File: src/rtl/gcd_core.sv
`default_nettype none
// ============================================================================
//  Module   : gcd_core
//  Brief    : Iterative subtract-and-compare GCD engine with clock enable.
//             Operands are captured on a start pulse; the larger working value
//             is reduced by the smaller until they match. A zero operand
//             short-circuits straight to completion with result = a | b.
//             Optional feature macro: GCD_ERR_FLAG_EN adds an 'err' output
//             flagging a zero operand on the completed operation.
//  Revision : 1.0 - initial release
// ============================================================================
module gcd_core #(
  parameter int WIDTH = 32
) (
  input  logic             clk,
  input  logic             rst,
  input  logic             clk_en,
  input  logic             start,
  input  logic [WIDTH-1:0] a,
  input  logic [WIDTH-1:0] b,
  output logic [WIDTH-1:0] result,
  output logic             done,
  output logic             busy,
`ifdef GCD_ERR_FLAG_EN
  output logic             err,
`endif
  output logic [WIDTH-1:0] iter
);

  typedef enum logic [1:0] {
    S_IDLE = 2'd0,
    S_CALC = 2'd1,
    S_DONE = 2'd2
  } state_t;

  localparam logic [WIDTH-1:0] c_zero = '0;
  localparam logic [WIDTH-1:0] c_one  = {{(WIDTH-1){1'b0}}, 1'b1};

  state_t           r_state, w_state_nxt;
  logic [WIDTH-1:0] r_x, w_x_nxt;
  logic [WIDTH-1:0] r_y, w_y_nxt;
  logic [WIDTH-1:0] r_result, w_result_nxt;
  logic [WIDTH-1:0] r_iter, w_iter_nxt;
`ifdef GCD_ERR_FLAG_EN
  logic             r_err, w_err_nxt;
`endif

  // State and datapath registers; clk_en low freezes everything, rst wins over all.
  always_ff @(posedge clk) begin
    if (rst) begin
      r_state  <= S_IDLE;
      r_x      <= c_zero;
      r_y      <= c_zero;
      r_result <= c_zero;
      r_iter   <= c_zero;
`ifdef GCD_ERR_FLAG_EN
      r_err    <= 1'b0;
`endif
    end else if (clk_en) begin
      r_state  <= w_state_nxt;
      r_x      <= w_x_nxt;
      r_y      <= w_y_nxt;
      r_result <= w_result_nxt;
      r_iter   <= w_iter_nxt;
`ifdef GCD_ERR_FLAG_EN
      r_err    <= w_err_nxt;
`endif
    end
  end

  // Next-state and datapath update; every register holds unless a state acts on it.
  always_comb begin
    w_state_nxt  = r_state;
    w_x_nxt      = r_x;
    w_y_nxt      = r_y;
    w_result_nxt = r_result;
    w_iter_nxt   = r_iter;
`ifdef GCD_ERR_FLAG_EN
    w_err_nxt    = r_err;
`endif
    case (r_state)
      S_IDLE: begin
        if (start) begin
          w_x_nxt    = a;
          w_y_nxt    = b;
          w_iter_nxt = c_zero;
`ifdef GCD_ERR_FLAG_EN
          w_err_nxt  = 1'b0;
`endif
          if ((a == c_zero) || (b == c_zero)) begin
            // gcd(0,n) = n and gcd(0,0) = 0 both fall out of the OR.
            w_result_nxt = a | b;
            w_state_nxt  = S_DONE;
`ifdef GCD_ERR_FLAG_EN
            w_err_nxt    = 1'b1;
`endif
          end else begin
            w_state_nxt = S_CALC;
          end
        end
      end
      S_CALC: begin
        if (r_x == r_y) begin
          w_result_nxt = r_x;
          w_state_nxt  = S_DONE;
        end else if (r_x > r_y) begin
          w_x_nxt    = r_x - r_y;
          w_iter_nxt = r_iter + c_one;
        end else begin
          w_y_nxt    = r_y - r_x;
          w_iter_nxt = r_iter + c_one;
        end
      end
      S_DONE: begin
        w_state_nxt = S_IDLE;
      end
      default: begin
        w_state_nxt = S_IDLE;
      end
    endcase
  end

  // Status outputs decode the registered state only, so start never reaches them.
  assign busy   = (r_state != S_IDLE);
  assign done   = (r_state == S_DONE);
  assign result = r_result;
  assign iter   = r_iter;
`ifdef GCD_ERR_FLAG_EN
  assign err    = r_err;
`endif

endmodule
`default_nettype wire

File: config.mk
export PLATFORM = sky130hd
export DESIGN_NAME = gcd_core
export DESIGN_NICKNAME = d
export VERILOG_FILES = /design/src/rtl/gcd_core.sv
export SDC_FILE = /design/constraint.sdc
export NUM_CORES = 1
export LEC_CHECK = 0
export BUFFER_PORTS_ARGS = -buffer_cell sky130_fd_sc_hd__buf_4
export CAP_MARGIN = 5
export CORE_UTILIZATION = 40
export DETAILED_ROUTE_END_ITERATION = 16
export PLACE_DENSITY_LB_ADDON = 0.2
export SYNTH_ARGS = -nofsm -noshare
export SYNTH_HDL_FRONTEND = slang
export SYNTH_SLANG_ARGS = --single-unit
File: constraint.sdc
create_clock -name clk -period 3.2 [get_ports clk]
set_clock_uncertainty 0.05 [all_clocks]
set_input_delay 0.32 -clock clk [delete_from_list [all_inputs] [get_ports clk]]
set_output_delay 0.32 -clock clk [all_outputs]
set_load 0.005 [all_outputs]
==> flow_metrics.tcl <==
set metrics [dict create \
    status "completed" \
    post-place-ws_ps -37.84 \
    synth_ff_type "sky130_fd_sc_hd__dfxtp_1" \
    yosys_register_bits 130 \
    post_synth_edffs 0 \
    clock_tree.htree_level_count 4 \
    drc 0 \
    post-dp-hpwl_um 26220 \
    fin_crit_ps 3039 \
    detail_route.vias_per_cell 5.883 \
    numPortBuffers 133 \
    mostFrequentLayoutCell "sky130_fd_sc_hd__buf_4" \
    cellPowerDensity_mw_per_mm2 656.0 \
    synth-seq-area-share_pct 25.57 \
    floorplan.initialDensity_pct 40.64 \
    clock_root_buffer "sky130_fd_sc_hd__clkbuf_16" \
    grt_setup_unrepaired "no" \
    first_iter_violations 975 \
    fill_count 2550 \
    clock_power_share_pct 25.2 \
    timing.setup.tns_ps 0 \
    cap_violations 0 \
    synth_async_sr_flop_share_pct 0 \
    drt_wl_total_um 35370 \
    critical_path.max_fanout 5 \
    die_height_um 161.5 \
    crit_path_start_kind "flop" \
    required_time_worst_endpoint_ps 3480 \
    tightest_slew_ps 757.2 \
    synth_area_per_inst_um2 7.385 \
    syn_to_final_growth_pct 20.74 \
    cts_tree "built" \
    cts_hold_buffers 0 \
    slew-limit-headroom_pct 49.30 \
    layout.cells.most_common_list "sky130_fd_sc_hd__buf_4 (191), sky130_fd_sc_hd__nand2_1 (160), sky130_fd_sc_hd__nor2_1 (150), sky130_fd_sc_hd__a21oi_1 (141), sky130_fd_sc_hd__dfxtp_1 (130)" \
    route.vias.total 10860 \
    grt.total_usage_pct 26.41 \
    via_count_of_the_first_global_routing_pass 9996 \
    cts_buffer_depth 2 \
    final_critical_path_setup_slack_ps 161.0 \
    category_of_the_worst_setup_path_capture_point "flop" \
    finalNetCount 1636 \
    yosys_warnings 0 \
    grt_pass1_wl_um 54560 \
    numCtsBuffers 17 \
    clkLatencyLatePin_ps 430 \
    slew_violations 0 \
    p_sw_share_pct 44.29 \
    proportion_of_power_drawn_by_combinational_gates_pct 51.6 \
    hold_path_class "input port to flop" \
    avgRoutedWirePerCell_um 19.17 \
    timing_worst_setup_path_type "flop to flop" \
    ir_worst_vdd_uv 300.4 \
    antenna_violating_nets_post_route 0 \
    p_int_uw 4490 \
    core_area_mm2 0.02504 \
    num_antenna_cells 0 \
    instances_no_fill 1845 \
    p_seq_share_pct 23.2 \
    antenna_found_initial 0 \
    layout-drive-gt1-share_pct 17.62 \
    io-pin-count 134 \
    final_util_pct 49.08 \
    syn_nets 1512 \
    net-switching-power_uw 3570 \
    cellLeakagePower_uw 0.004876 \
    post-place-cells 1811 \
    setup_viol 0 \
    synthesis.instances 1378 \
    area_of_the_mapped_netlist_mm2 0.01018 \
    clk_transition_reported_paths_ps 60 \
    max_freq_mhz 329.1 \
    dr.pass1.iters 5 \
    num_rows 58 \
    dieWidth_um 161.5 \
    largest_net_degree_at_the_start_of_global_routing 126 \
    die_area_mm2 0.02608 \
    numClockSinks 130 \
    crit_arrival_ps 3320 \
    globalRoute.totalOverflow 0 \
    min_period_over_period_pct 94.97 \
    gp_routability_congestion 0.9544 \
    post_synth_num_cell_types 79 \
    final_hold_viol_count 0 \
]
area by class of cell:
type | count | area (µm²) | share of cell area (%)
clock buffer | 22 | 464.2 | 3.778
multi-input combinational | 1070 | 6832 | 55.60
tap | 330 | 412.9 | 3.360
clock inverter | 10 | 126.4 | 1.029
sequential | 130 | 2603 | 21.18
timing repair buffer | 195 | 1519 | 12.36
inverter | 88 | 330.3 | 2.688
metrics by stage:
stage	total power (µW)	hold WS (ps)	area, µm²
2_1_floorplan	4593	398.2	10180
3_3_place_gp	5876	390.7	11640
3_5_place_dp	5864	394.1	11640
4_1_cts	7909	120.6	12230
5_1_grt	8473	133.8	12290
6_report	8060	129.5	12290
worst max-delay path, cell delays in order, from the launching register on:
cell and delay [ps]:
sky130_fd_sc_hd__dfxtp_1 360, sky130_fd_sc_hd__inv_1 80, sky130_fd_sc_hd__ha_1 230, sky130_fd_sc_hd__fa_1 390, sky130_fd_sc_hd__nand2b_1 220, sky130_fd_sc_hd__a21oi_1 280
sky130_fd_sc_hd__a21oi_2 200, sky130_fd_sc_hd__o31ai_1 410, sky130_fd_sc_hd__a21oi_1 240, sky130_fd_sc_hd__nand2b_1 210, sky130_fd_sc_hd__a311oi_1 270
power by group through the flow:
stage / combinational, µW / sequential (µW) / clock [µW]
after floorplan: 2720 / 1870 / 0
after global placement: 3980 / 1900 / 0
final: 4160 / 1870 / 2030
after detailed placement: 3960 / 1900 / 0
after global routing: 4480 / 1880 / 2110
after CTS: 4000 / 1870 / 2040
sequential cells by signal, summed over array words and instances (netlist names):
signal   count
r_x         32
r_state      2
result      32
iter        32
r_y         32
synthesized netlist by cell type (20+ instances only):
cell	count	area, µm²
sky130_fd_sc_hd__clkbuf_1	48	180.2
sky130_fd_sc_hd__nor4_1	20	125.1
sky130_fd_sc_hd__inv_1	88	330.3
sky130_fd_sc_hd__ha_1	64	800.8
sky130_fd_sc_hd__a211oi_1	25	187.7
sky130_fd_sc_hd__a21oi_1	142	710.7
sky130_fd_sc_hd__xor2_1	38	332.8
sky130_fd_sc_hd__o21ai_0	71	355.3
sky130_fd_sc_hd__a311oi_1	44	385.4
sky130_fd_sc_hd__a211o_1	33	289.0
sky130_fd_sc_hd__nor2_1	150	563.0
sky130_fd_sc_hd__nand3_1	26	130.1
sky130_fd_sc_hd__dfxtp_1	130	2603
sky130_fd_sc_hd__nand2_1	161	604.3
sky130_fd_sc_hd__nand4_1	28	175.2
sky130_fd_sc_hd__buf_2	28	140.1
sky130_fd_sc_hd__nor3_1	49	245.2
final timing paths:
kind	from	to	slack (ps)	cells past startpoint
min	a[14]	r_x[14]	130	3
max	r_x[0]	r_x[28]	160	10
min reg2reg	result[12]	result[12]	400	2
max reg2reg	r_x[0]	r_x[28]	160	10
routing by layer:
| metal | routed length (µm) | global-route usage (%) |
|---|---|---|
| met2 | 15320 | 40.18 |
| met1 | 16700 | 37.39 |
| met4 | 1124 | 10.63 |
| met3 | 2235 | 3.518 |
| met5 | 0 | 0 |
logic make-up after synthesis:
kind of cell	Yosys count	share of synthesized area, %
compound gates	418	27.47
xor+xnor	54	4.648
fa+ha+maj	66	8.263
buf+inv	178	7.685
flops	130	25.57
mux	15	1.475
simple gates	517	24.89
repair_timing:
action | 4_1_cts | 5_1_grt
cloned | 0 | 1
pin swaps | 1 | 0
gates resized for setup | 0 | 8
setup endpoints to repair | 14 | 68
setup buffers | 1 | 0
(Power assumes the default switching activity.)
